===== src/rtl/led_matrix_scanner.sv =====
// Row-scan driver for an LED dot matrix: one-hot row drive with blanking gap,
// double-buffered frame store, and a tear-free bank swap at the frame wrap.
module led_matrix_scanner #(
   parameter int ROW            = 8,
   parameter int COL            = 8,
   parameter int ROW_W          = 3,
   parameter int DWELL          = 1000,
   parameter int BLANK          = 4,
   parameter bit COL_ACTIVE_LOW = 1'b1,
   parameter bit ROW_ACTIVE_LOW = 1'b0
) (
   input  logic             clk,
   input  logic             rst_n,
   input  logic             enable,
   input  logic             wr_en,
   input  logic [ROW_W-1:0] wr_row,
   input  logic [COL-1:0]   wr_data,
   input  logic             swap_req,
   output logic [ROW-1:0]   row_sel,
   output logic [COL-1:0]   col_out,
   output logic [ROW_W-1:0] cur_row,
   output logic             frame_start,
   output logic             swap_pending,
   output logic             swap_done
);

   localparam int MAX_CNT = (DWELL > BLANK) ? DWELL : BLANK;
   localparam int TW      = (MAX_CNT > 1) ? $clog2(MAX_CNT) : 1;
   localparam logic [TW-1:0]    DWELL_LAST = TW'(DWELL - 1);
   localparam logic [TW-1:0]    BLANK_LAST = TW'((BLANK > 0) ? BLANK - 1 : 0);
   localparam logic [ROW_W-1:0] ROW_LAST   = ROW_W'(ROW - 1);
   localparam logic [ROW-1:0]   ROW_OFF    = {ROW{ROW_ACTIVE_LOW}};
   localparam logic [COL-1:0]   COL_OFF    = {COL{COL_ACTIVE_LOW}};

   typedef enum logic [1:0] {S_IDLE, S_BLANK, S_SHOW} state_t;

   state_t           state, state_next;
   logic [TW-1:0]    timer, timer_next;
   logic [ROW_W-1:0] row_next;
   logic             front, front_next;
   logic             pending_next, frame_start_next, swap_done_next;
   logic [ROW-1:0]   row_onehot, row_sel_next;
   logic [COL-1:0]   show_data, col_next;
   logic             wr_ok;
   logic [COL-1:0]   mem [2][ROW];

   // A full power-of-two row space makes every address legal.
   generate
      if (ROW == (1 << ROW_W)) begin : g_full_rows
         assign wr_ok = wr_en;
      end else begin : g_partial_rows
         assign wr_ok = wr_en && ({1'b0, wr_row} < (ROW_W+1)'(ROW));
      end
   endgenerate

   // Writes land in the bank that is "back" before this edge, even on a swap edge.
   always_ff @(posedge clk or negedge rst_n) begin
      if (!rst_n) begin
         for (int b = 0; b < 2; b++) begin
            for (int r = 0; r < ROW; r++) begin
               mem[b][r] <= '0;
            end
         end
      end else if (wr_ok) begin
         mem[!front][wr_row] <= wr_data;
      end
   end

   always_comb begin
      state_next       = state;
      row_next         = cur_row;
      timer_next       = timer + 1'b1;
      front_next       = front;
      pending_next     = swap_pending | swap_req;
      frame_start_next = 1'b0;
      swap_done_next   = 1'b0;
      if (!enable) begin
         state_next = S_IDLE;
         row_next   = '0;
         timer_next = '0;
      end else begin
         case (state)
            S_IDLE: begin
               state_next       = (BLANK > 0) ? S_BLANK : S_SHOW;
               row_next         = '0;
               timer_next       = '0;
               frame_start_next = 1'b1;
            end
            S_BLANK: begin
               if (timer == BLANK_LAST) begin
                  state_next = S_SHOW;
                  timer_next = '0;
               end
            end
            S_SHOW: begin
               if (timer == DWELL_LAST) begin
                  state_next = (BLANK > 0) ? S_BLANK : S_SHOW;
                  timer_next = '0;
                  if (cur_row == ROW_LAST) begin
                     row_next         = '0;
                     frame_start_next = 1'b1;
                     if (swap_pending || swap_req) begin
                        front_next     = !front;
                        swap_done_next = 1'b1;
                        pending_next   = 1'b0;
                     end
                  end else begin
                     row_next = cur_row + 1'b1;
                  end
               end
            end
            default: begin
               state_next = S_IDLE;
               row_next   = '0;
               timer_next = '0;
            end
         endcase
      end
   end

   // Outputs are precomputed from the next state so they change on the same edge;
   // a same-edge write into the bank about to become front is forwarded.
   always_comb begin
      row_onehot           = '0;
      row_onehot[row_next] = 1'b1;
      show_data            = mem[front_next][row_next];
      if (wr_ok && (front_next != front) && (wr_row == row_next)) begin
         show_data = wr_data;
      end
      row_sel_next = ROW_OFF;
      col_next     = COL_OFF;
      if (state_next == S_SHOW) begin
         row_sel_next = row_onehot ^ ROW_OFF;
         col_next     = show_data ^ COL_OFF;
      end
   end

   always_ff @(posedge clk or negedge rst_n) begin
      if (!rst_n) begin
         state        <= S_IDLE;
         timer        <= '0;
         cur_row      <= '0;
         front        <= 1'b0;
         swap_pending <= 1'b0;
         frame_start  <= 1'b0;
         swap_done    <= 1'b0;
         row_sel      <= ROW_OFF;
         col_out      <= COL_OFF;
      end else begin
         state        <= state_next;
         timer        <= timer_next;
         cur_row      <= row_next;
         front        <= front_next;
         swap_pending <= pending_next;
         frame_start  <= frame_start_next;
         swap_done    <= swap_done_next;
         row_sel      <= row_sel_next;
         col_out      <= col_next;
      end
   end

endmodule


===== config.mk =====
export PLATFORM = sky130hd
export DESIGN_NAME = led_matrix_scanner
export DESIGN_NICKNAME = d
export VERILOG_FILES = /design/src/rtl/led_matrix_scanner.sv
export SDC_FILE = /design/constraint.sdc
export NUM_CORES = 1
export LEC_CHECK = 0
export BUFFER_PORTS_ARGS = -buffer_cell sky130_fd_sc_hd__buf_2
export CELL_PAD_IN_SITES_DETAIL_PLACEMENT = 0
export CELL_PAD_IN_SITES_GLOBAL_PLACEMENT = 1
export CORE_MARGIN = 8
export CORE_UTILIZATION = 45
export CTS_CLUSTER_DIAMETER = 200
export DETAILED_ROUTE_END_ITERATION = 8
export GPL_TIMING_DRIVEN = 0
export PLACE_DENSITY = 0.85
export SYNTH_ARGS = -nofsm -noshare
export SYNTH_HDL_FRONTEND = slang
export SYNTH_SLANG_ARGS = --single-unit

===== constraint.sdc =====
create_clock -name clk -period 3.1 [get_ports clk]
set_clock_uncertainty 0.2 [all_clocks]
set_input_delay 0.465 -clock clk [delete_from_list [all_inputs] [get_ports clk]]
set_output_delay 0.465 -clock clk [all_outputs]
set_load 0.005 [all_outputs]

# Word level (Yosys, flattened, before mapping)
# Index checks and enable logic that the tools add are counted.
# op_classes
eq_ne	8
addsub	2
reduce_logical	8
order_cmp	8
bitwise_logic	6
muxes	47
# ops
cell	count
64-bit two-way mux	4
128-bit bitwise mux	1
64-bit demux with 1-bit select	1
8-bit two-way mux	6
10-bit two-way mux	3
8-bit binary-select mux with 3-bit select	1
8-bit demux with 3-bit select	1
10-bit one-hot mux with 2 select lines	1
1-bit two-way mux	19
10-bit by 1-bit adder with 10-bit output, second input constant	1
10-bit equality test, second input constant	1
10-bit by 2-bit equality test with 1-bit output, second input constant	1
3-bit two-way mux	3
4-bit >= comparator, second input constant	2
3-bit NOT with 4-bit output	2
8-bit NOT	1
2-bit two-way mux	3
2-bit one-hot mux with 3 select lines	1
3-bit one-hot mux with 2 select lines	1
1-bit logical AND	5
2-bit equality test, second input constant	2
2-bit >= comparator, second input constant	2
3-bit by 4-bit < comparator with 1-bit output, second input constant	1
4-bit by 1-bit < comparator with 1-bit output, second input constant	1
14 further kinds	15
# totals
input_bits	16
elab_cells	104
ff_bits	163

# Longest topological paths before layout
# Gate-level depths: netlist of run 1.
# depth
depth_word	16
mapped_depth	12

# Least setup slack after synthesis of run 1
# No wires, ideal clock.
# synth_timing
kind	register -> register
from	register timer[0]
to	register col_out[2]
arrival_time_ps	2613
slack_ps	204
period_less_slack_ps	2896
n_path_buf	2
setup_ps	84
stages_incl_launch_ff	11
cell_sequence	dfrtp_1 > ha_1 > or3b_4 > nor4_2 > xnor2_1 > buf_2 > buf_2 > mux2i_1 > a22oi_1 > nand2_1 > a221o_2
# synth_between
elab_chain_len	14
elab_cells_between_ends	28
cone_classes	eq/ne: 5; mux: 18; bitwise: 3; reduce/logical: 2
# synth_rtl
element	line	source
from (decl)	38	logic [TW-1:0] timer, timer_next;
from (signal assigned)	151	timer <= timer_next;
10-bit equality test	96	if (timer == DWELL_LAST) begin
1-bit two-way mux	96	
1-bit two-way mux	82	case (state)
1-bit two-way mux	77	if (!enable) begin
1-bit NOT with 2-bit output (not written as such)	126	show_data = mem[front_next][row_next];
64-bit two-way mux (not written as such) (3 in series)	126	
8-bit binary-select mux with 3-bit select	126	
8-bit two-way mux (not written as such) (2 in series)	126	
8-bit two-way mux	127	if (wr_ok && (front_next != front) && (wr_row == row_next)) begin
8-bit NOT (no source line)	--	
8-bit two-way mux *	132	if (state_next == S_SHOW) begin
via col_next[2]	43	logic [COL-1:0] show_data, col_next;
to (signal assigned)	158	col_out <= col_next;
to (decl)	20	output logic [COL-1:0] col_out,
# The timed path passes the listed nets; every way through them passes the cells marked *. The select of a mux whose other input is x is not followed.
# A chain may end at the register's enable or synchronous reset.

# Worst setup path in the final report of run 1
# layout_timing
from	register timer[0]
to	register col_out[6]
# The elaborated chain is that of the path after synthesis.

==> impl_summary.md, run 1 <==
Status
The run finished with clean final reports.

Job
The number of maximum-capacitance violations is 0.

Timing
The post-layout worst setup margin is between 0.07 and 0.08 ns. The number of pins exceeding their max-slew limit in the final report is 0. After routing, the total negative slack on setup checks comes to 0 ns. The highest achievable clock rate is ~330 MHz. Measured against its own limit, the worst slew margin works out to 0.2242. In the finished design, the share of the clock period the worst path needs comes to 0.9770. Setup repair after global routing could not meet its margin everywhere. Counting I/O delays and the setup requirement, the final critical path takes around 3 ns.

The number of failing hold endpoints at the final stage is 0. The number of failing setup endpoints in the final timing report is 0. For the pin with the worst max-slew slack, the measured transition is between 1 and 1.5 ns.

Floorplanning
The x dimension of the die is about 150 um. The site row count is 47. The number of I/O pins is 38. The die footprint is approximately 0.021 mm^2.

The core region area is about 0.017 mm^2. The vertical extent of the die is 146.3 um. The effective utilization at floorplan is 0.4610.

Detailed routing
The number of design rule violations left after detail routing is 0. The pre-antenna-repair detailed-routing pass consisted of 5 iterations. The via total after detailed routing is 5093. The detailed router's first-iteration violation count is ~320. The final routed wire length divided by cell count is approximately 20 um. The remaining number of nets flagged by the antenna check after routing is 0. For this block, the routed nets add up to roughly 18 mm of wire. The number of vias per cell is 5.768.

Synth
The area share of the largest cell type after synthesis is 0.5074. The flip-flop and latch count after synthesis is 163. Ranked by instance count, the synthesized netlist is headed by sky130_fd_sc_hd__dfrtp_1, sky130_fd_sc_hd__mux2_2, sky130_fd_sc_hd__mux2i_1. During synthesis, Yosys emitted a total of 0 warnings. The per-instance average area after synthesis is 13.05 um^2. The share of the Yosys chip area taken by registers is 0.5349.

The synthesized net count is 609. The area of the mapped netlist is 0.007645 mm^2. The number of distinct library cells after synthesis is 53. The fraction of registers with async set/reset is 1.000. Yosys mapped a number of flops with a built-in enable equal to 0. sky130_fd_sc_hd__dfrtp_1 is the most common cell in the netlist. The biggest area contributor in the post-synthesis netlist is sky130_fd_sc_hd__dfrtp_1. The cell count after synthesis is ~600. By area the synthesized netlist is led by sky130_fd_sc_hd__dfrtp_1, sky130_fd_sc_hd__mux2_2, sky130_fd_sc_hd__mux2i_1, sky130_fd_sc_hd__a22oi_1, sky130_fd_sc_hd__dfstp_2.

In the synthesized netlist the dominant register cell turns out to be sky130_fd_sc_hd__dfrtp_1.

CTS
After clock tree synthesis, the clock-pin slew on the worst setup and hold paths is approximately 0.060 ns. The maximum clock insertion buffer count is 2. The clock latency reported for the late side of the worst-skew pair is between 0.4 and 0.5 ns.

The H-tree depth reported by CTS is 4. The total number of clock tree sinks is between 150 and 200. In this run, CTS created clock tree buffers numbering 17. TritonCTS built the clock tree.

Clock tree synthesis selected as its root buffer the cell sky130_fd_sc_hd__clkbuf_16.

Setup path
The required time of the critical path is about 3.3 ns. The cell type of the slowest stage on the worst timing path is sky130_fd_sc_hd__or3b_4. The capturing element type of the critical path is a register. The setup path with the least slack is of type reg -> reg. The biggest cell delay along the critical path is roughly 0.45 ns. The arrival time at the worst endpoint is roughly 3.2 ns.

The maximum fanout encountered on the critical timing path is 8. STA classifies the critical path startpoint as a register. Traced cell by cell, the critical path runs through ha_2 > or3b_4 > nor3_4 > a31oi_1 > a2111oi_4 > a21boi_4 > a21boi_1 > a311o_1.

Global route
Summed over all layers, the global routing overflow is 0. The via count of the first global-routing pass came to ~5400. The combined global-route utilization of all metal layers is 0.1732.

The first global-routing pass estimated between 20 and 30 mm of wire. The number of antenna violations at the first check in global routing is 0. The largest net degree at the start of global routing is approximately 110.

Layout
With fillers left out, the area of the finished cells amounts to between 0.008 and 0.009 mm^2. The count of nets after finishing is about 670. The number of antenna diodes in the final layout is 0.

After filler insertion, the fill cell instance count of the layout stands at roughly 1400. The final design utilization is 0.5376. The share of layout cells above drive strength 1 is 0.3876. The area added between synthesis and finish is 16.61%.

Power
Summed over all cells, the static leakage comes to approximately 4.3 nW. The power density relative to cell area is approximately 530 mW/mm^2. IR analysis of the VDD net gives a maximum drop of 0.3929 mV.

Placement
Summing all placed instances gives a cell area of about 0.0081 mm^2. The last weighted congestion value of the routability-driven placer is 0.8440. The worst setup slack after placement is -0.4075 ns. Buffers placed on the I/O ports in this run total 37. The HPWL after detailed placement is 12.45 mm.

Worst hold path
The class of the most critical hold timing path is in -> reg.
-- through the flow --
stage	instances	hold slack, ns	power [W]
final	883	0.1391	0.004711
after global routing	883	0.1373	0.004877
after CTS	878	0.1043	0.004743
after detailed placement	844	0.2535	0.002772
after global placement	843	0.2635	0.002729
after floorplan	586	-0.03059	0.002628
-- worst paths after layout --
kind | from | endpoint | slack, ns | cells after the start
min in group asynchronous | rst_n | timer[3] | 0.37 | 2
max reg2reg | timer[0] | col_out[6] | 0.07 | 8
min reg2reg | mem[54] | mem[54] | 0.30 | 1
max in group asynchronous | rst_n | col_out[2] | 1.44 | 3
max | timer[0] | col_out[6] | 0.07 | 8
min | swap_req | swap_pending | 0.14 | 2
-- routing by layer --
metal / share of wire / up-vias / GRT usage
met5: 0 / - / 0
met4: 0.015 / 0 / 0.05049
met3: 0.051 / 24 / 0.04481
met2: 0.50 / 144 / 0.2935
met1: 0.43 / 2647 / 0.2137
li1: - / 2278 / -
-- state kept, by name, indices dropped and copies added (netlist names) --
signal        cells
state             2
swap_pending      1
swap_done         1
mem             128
row_sel           8
front             1
col_out           8
timer            10
cur_row           3
frame_start       1
-- cells by family (layout without fill, tap and decap cells) --
family,after synthesis,in the layout,synth area share
AO/OA/AOI/OAI,65,65,0.06940
XOR/XNOR,9,9,0.01031
AND/OR/NAND/NOR,117,117,0.08265
multiplexers,192,192,0.2723
flip-flops,163,163,0.5349
adder cells (fa/ha/maj),7,7,0.01146
buffers and inverters,33,110,0.01899
-- report_power, final --
part	internal [W]	switching, W
logic	0.000172	0.000153
clock network	0.00113	0.000849
registers	0.00231	0.0000963
-- layout by cell type, fill, tap and decap left out, types with 6 or more instances in the layout --
cell                        count
sky130_fd_sc_hd__buf_2         36
sky130_fd_sc_hd__nor2_1        29
sky130_fd_sc_hd__mux2_2       128
sky130_fd_sc_hd__nand3_1       17
sky130_fd_sc_hd__a22oi_1       29
sky130_fd_sc_hd__buf_4         12
sky130_fd_sc_hd__a221o_2        6
sky130_fd_sc_hd__clkbuf_16     17
sky130_fd_sc_hd__dfrtp_1      154
sky130_fd_sc_hd__mux2i_1       64
sky130_fd_sc_hd__dfstp_2        8
sky130_fd_sc_hd__nand2_1       29
sky130_fd_sc_hd__clkbuf_1      15
sky130_fd_sc_hd__inv_1          7
-- critical path: cells and delay by family (launching register included) --
family | cells | cell delay (ns)
adder cells (fa/ha/maj) | 1 | 0.23
flip-flops | 1 | 0.40
AO/OA/AOI/OAI | 5 | 1.32
AND/OR/NAND/NOR | 2 | 0.80
-- area by class of cell --
type,instances,area [um^2],area share
flip-flops and latches,163,4090,0.4588
multi-input cells,390,3515,0.3942
clock buffers,20,446.7,0.05011
clock inverters,11,106.4,0.01193
repair buffers,47,289.0,0.03242
plain buffers,24,162.7,0.01825
well taps,220,275.3,0.03088
inverters,8,30.03,0.003368
-- timing repair --
item | 4_1_cts | 5_1_grt
cloned | 0 | 0
buffers inserted | 2 | 6
endpoints found under the hold margin | 51 | 0
endpoints found under the setup margin | 8 | 8
gates resized for setup | 21 | 17
pin swaps | 1 | 5
hold buffers | 1 | 0
No activity file was read; power rests on OpenSTA's default activity.
==> run 2: changes to the inputs <==
--- a/config.mk
+++ b/config.mk
@@ -6,14 +6,13 @@
 export NUM_CORES = 1
 export LEC_CHECK = 0
 export BUFFER_PORTS_ARGS = -buffer_cell sky130_fd_sc_hd__buf_2
-export CELL_PAD_IN_SITES_DETAIL_PLACEMENT = 0
-export CELL_PAD_IN_SITES_GLOBAL_PLACEMENT = 1
 export CORE_MARGIN = 8
 export CORE_UTILIZATION = 45
 export CTS_CLUSTER_DIAMETER = 200
 export DETAILED_ROUTE_END_ITERATION = 8
 export GPL_TIMING_DRIVEN = 0
-export PLACE_DENSITY = 0.85
+export PLACE_DENSITY = 0.74
+export SLEW_MARGIN = 0
 export SYNTH_ARGS = -nofsm -noshare
 export SYNTH_HDL_FRONTEND = slang
 export SYNTH_SLANG_ARGS = --single-unit
==> run 2 against run 1 <==
Net effect:
- non-clock buffer count stayed put
- hold slack worse by 0.020 ns
- combinational power hardly changed
- via count is 0.65% higher
- worst setup slack better by 0.0079 ns
- register-to-register slack hardly changed
- die area stayed put
- largest cell class unchanged
- critical path type unchanged
==> impl_summary.md, run 2 (synthesis results as in run 1) <==
Placement
The number of port buffers was 37 (unchanged). The HPWL reported at the end of detailed placement came to 12.44 mm (was 12.45 mm). The worst setup slack after placement is -0.4013 ns (was -0.4075 ns). The last weighted congestion value of the routability-driven placer is 0.8795 (was 0.8440).

Layout
Largest registers: mem: 128 flops, timer: 10 flops (unchanged). The antenna diode count is 0 (unchanged). The share of layout cells above drive strength 1 is 0.3961 (was 0.3876).

The register ranked first by flip-flop count was mem (unchanged). Commonest cells after routing, fill and taps aside: sky130_fd_sc_hd__dfrtp_1, sky130_fd_sc_hd__mux2_2, sky130_fd_sc_hd__mux2i_1, sky130_fd_sc_hd__buf_2 (unchanged). The final design utilization is 0.5408 (was 0.5376).

The layout filler cell count is 1383 (was 1413). The most common cell after layout, fill and taps aside is sky130_fd_sc_hd__dfrtp_1 (unchanged). The number of flip-flops in the largest register is 128 (unchanged). The area added between synthesis and finish is 17.32% (was 16.61%). The count of nets after finishing is 674 (unchanged).

Detailed routing
The detailed router's first-iteration violation count is 263 (was 316). The via total after detailed routing is 5126 (was 5093). The final routed wire length divided by cell count is 20.40 um (was 20.37 um). The count of TritonRoute iterations in the first routing pass came to 5 (unchanged).

The number of vias per cell is 5.799 (was 5.768). The number of design rule violations left after detail routing is 0 (unchanged). The remaining number of nets flagged by the antenna check after routing is 0 (unchanged). The total routed wirelength was 18.03 mm (was 17.99 mm).

Timing
The number of pins exceeding their max-slew limit in the final report came to 0 (unchanged). The number of failing setup endpoints in the final timing report came to 0 (unchanged). The highest achievable clock rate came to 331.1 MHz (was 330.2 MHz).

The final cycle utilization of the critical path came to 0.9744 (was 0.9770). The transition at the pin with the smallest max-transition slack is 1.115 ns (was 1.159 ns). The final worst hold slack is 0.1192 ns (was 0.1391 ns). The worst relative slew slack is 0.2536 (was 0.2242). The final sum of negative setup slack came to 0 ns (unchanged). The number of failing hold endpoints at the final stage is 0 (unchanged). The post-layout worst setup margin is 0.07931 ns (was 0.07145 ns). The post-layout minimum cycle time is 3.021 ns (was 3.029 ns).

Floorplanning
The number of I/O pins was 38 (unchanged). The effective utilization at floorplan is 0.4610 (unchanged). The site row count is 47 (unchanged).

The vertical extent of the die is 146.3 um (unchanged). The die footprint is 0.02142 mm^2 (unchanged). The core region area is 0.01658 mm^2 (unchanged). The x dimension of the die is 146.3 um (unchanged).

CTS
The CTS root buffer is sky130_fd_sc_hd__clkbuf_16 (unchanged). The clock tree from TritonCTS is done (unchanged). The number of buffers added by the clock tree synthesis step is 17 (unchanged).

The total number of clock tree sinks is 163 (unchanged). The clock latency reported for the late side of the worst-skew pair is 0.43 ns (about the same). The H-tree depth reported by CTS is 4 (unchanged). The maximum clock insertion buffer count is 2 (unchanged).

The CTS clock-pin slew for the worst setup and hold paths came to 0.06 ns (about the same).

Power
The worst vdd rail ir drop is 0.4049 mV (was 0.3929 mV). The switching power of the nets is 0.001082 W (was 0.001098 W). The sequential share of power came to 0.506 (was 0.512).

The internal power was 0.003676 W (was 0.003613 W). The power density relative to cell area is 530.5 mW/mm^2 (was 528.5 mW/mm^2). The switching share of total power is 0.2275 (was 0.2330). The relative contribution of the clock network to total power is 0.425 (was 0.419). The cell leakage power is 4.355 nW (was 4.342 nW). The share of total power in combinational logic is 0.068 (was 0.069).

Global route
The fraction of met3 tracks used by global routing is 0.05161 (was 0.04481). The via count of the first global-routing pass is 5470 (was 5406). The combined global-route utilization of all metal layers is 0.1741 (was 0.1732). The met2 track utilization from global routing is 0.2938 (was 0.2935). The busiest layer in global routing is met2 (unchanged).

The largest net degree at the start of global routing was 110 (was 109). The wire length of the first global-routing pass was 29.52 mm (was 29.26 mm). The number of antenna violations at the first check in global routing is 1 (was 0).

The global-route met1 utilization is 0.2085 (was 0.2137). The total global routing overflow is 0 (unchanged).

Setup path
The type of the setup path with the least slack is reg -> reg (unchanged). The biggest cell delay along the critical path was 0.48 ns (was 0.45 ns). The worst setup slack for register-to-register paths came to 0.08 ns (was 0.07 ns). The startpoint of the most critical register-to-register path is timer[0] (unchanged). The maximum fanout encountered on the critical timing path is 8 (unchanged). The required time of the critical path is 3.25 ns (about the same).

The reg-to-reg critical path endpoint is col_out[2] (was col_out[6]). The cell type of the slowest stage on the worst timing path is sky130_fd_sc_hd__a2111oi_4 (was sky130_fd_sc_hd__or3b_4). The capturing element type of the critical path is a register (unchanged). Cells along the critical path: ha_2 > or3b_4 > nor3_4 > a31oi_1 > a2111oi_4 > a21oi_2 > a221o_2 (was ha_2 > or3b_4 > nor3_4 > a31oi_1 > a2111oi_4 > a21boi_4 > a21boi_1 > a311o_1).

The kind of launch point of the worst setup path is a register (unchanged). The cell count of the worst reg-to-reg path is 7 (was 8). The arrival time at the worst endpoint is 3.17 ns (about the same).

Worst hold path
The startpoint of the tightest hold check path is swap_req (unchanged). The worst-case hold path end point is swap_pending (unchanged). The cell depth of the worst min-delay path is 2 (unchanged). The class of the most critical hold timing path is in -> reg (unchanged).

Job
The number of maximum-capacitance violations came to 0 (unchanged).

Status
Status: finished clean (unchanged).
-- run 2: cell type report --
class	instances	area (um^2)	area share
tap	220	275.3	0.03069
multi-input combinational	390	3533	0.3940
clock buffer	21	480.5	0.05357
inverter	8	32.53	0.003627
sequential	163	4090	0.4561
timing repair buffer	47	289.0	0.03223
clock inverter	11	101.3	0.01130
buffer	24	166.4	0.01855
-- run 2: routing by layer --
layer | part of all wire | routed length [um]
met1 | 0.41 | 7373
met2 | 0.50 | 9094
met3 | 0.065 | 1169
met4 | 0.021 | 384
met5 | 0.00050 | 9
-- run 2: timing repair --
item | in CTS | in global routing
gates resized for setup | 20 | 24
endpoints found under the hold margin | 50 | 0
setup endpoints to repair | 8 | 8
hold buffers | 1 | 0
buffers inserted | 2 | 6
pin swaps | 1 | 7
-- run 2: worst max-delay path by stage --
stage                from    endpoint  slack, ns  depth (start not counted)
2_1_floorplan    timer[0]  col_out[2]       0.20                         10
3_3_place_gp        rst_n      mem[3]      -0.81                          1
3_5_place_dp     state[0]  col_out[3]      -0.40                         11
4_1_cts        cur_row[0]  col_out[7]      0.003                         11
5_1_grt          timer[0]  col_out[3]      -0.01                         10
6_report         timer[0]  col_out[2]       0.08                          7
-- run 2: per-stage QoR --
stage	area (um^2)	std cells	total power (W)
finish	8969	884	0.004758
global route	8969	884	0.004945
CTS	8830	878	0.004797
detailed placement	8139	844	0.002771
global placement	8105	843	0.002728
floorplan	7645	586	0.002628
-- run 2: power by group through the flow --
stage          logic [W]  registers, W  clock network (W)
6_report        0.000325       0.00241            0.00202
3_5_place_dp    0.000326       0.00245                  0
3_3_place_gp    0.000300       0.00243                  0
5_1_grt         0.000360       0.00243            0.00215
4_1_cts         0.000329       0.00241            0.00206
2_1_floorplan   0.000212       0.00242                  0
-- run 2: worst max-delay path, delay by kind of cell (launching register included) --
family          cells  cell delay, ns
flops               1            0.39
compound gates      4            1.36
simple gates        2            0.78
fa+ha+maj           1            0.22
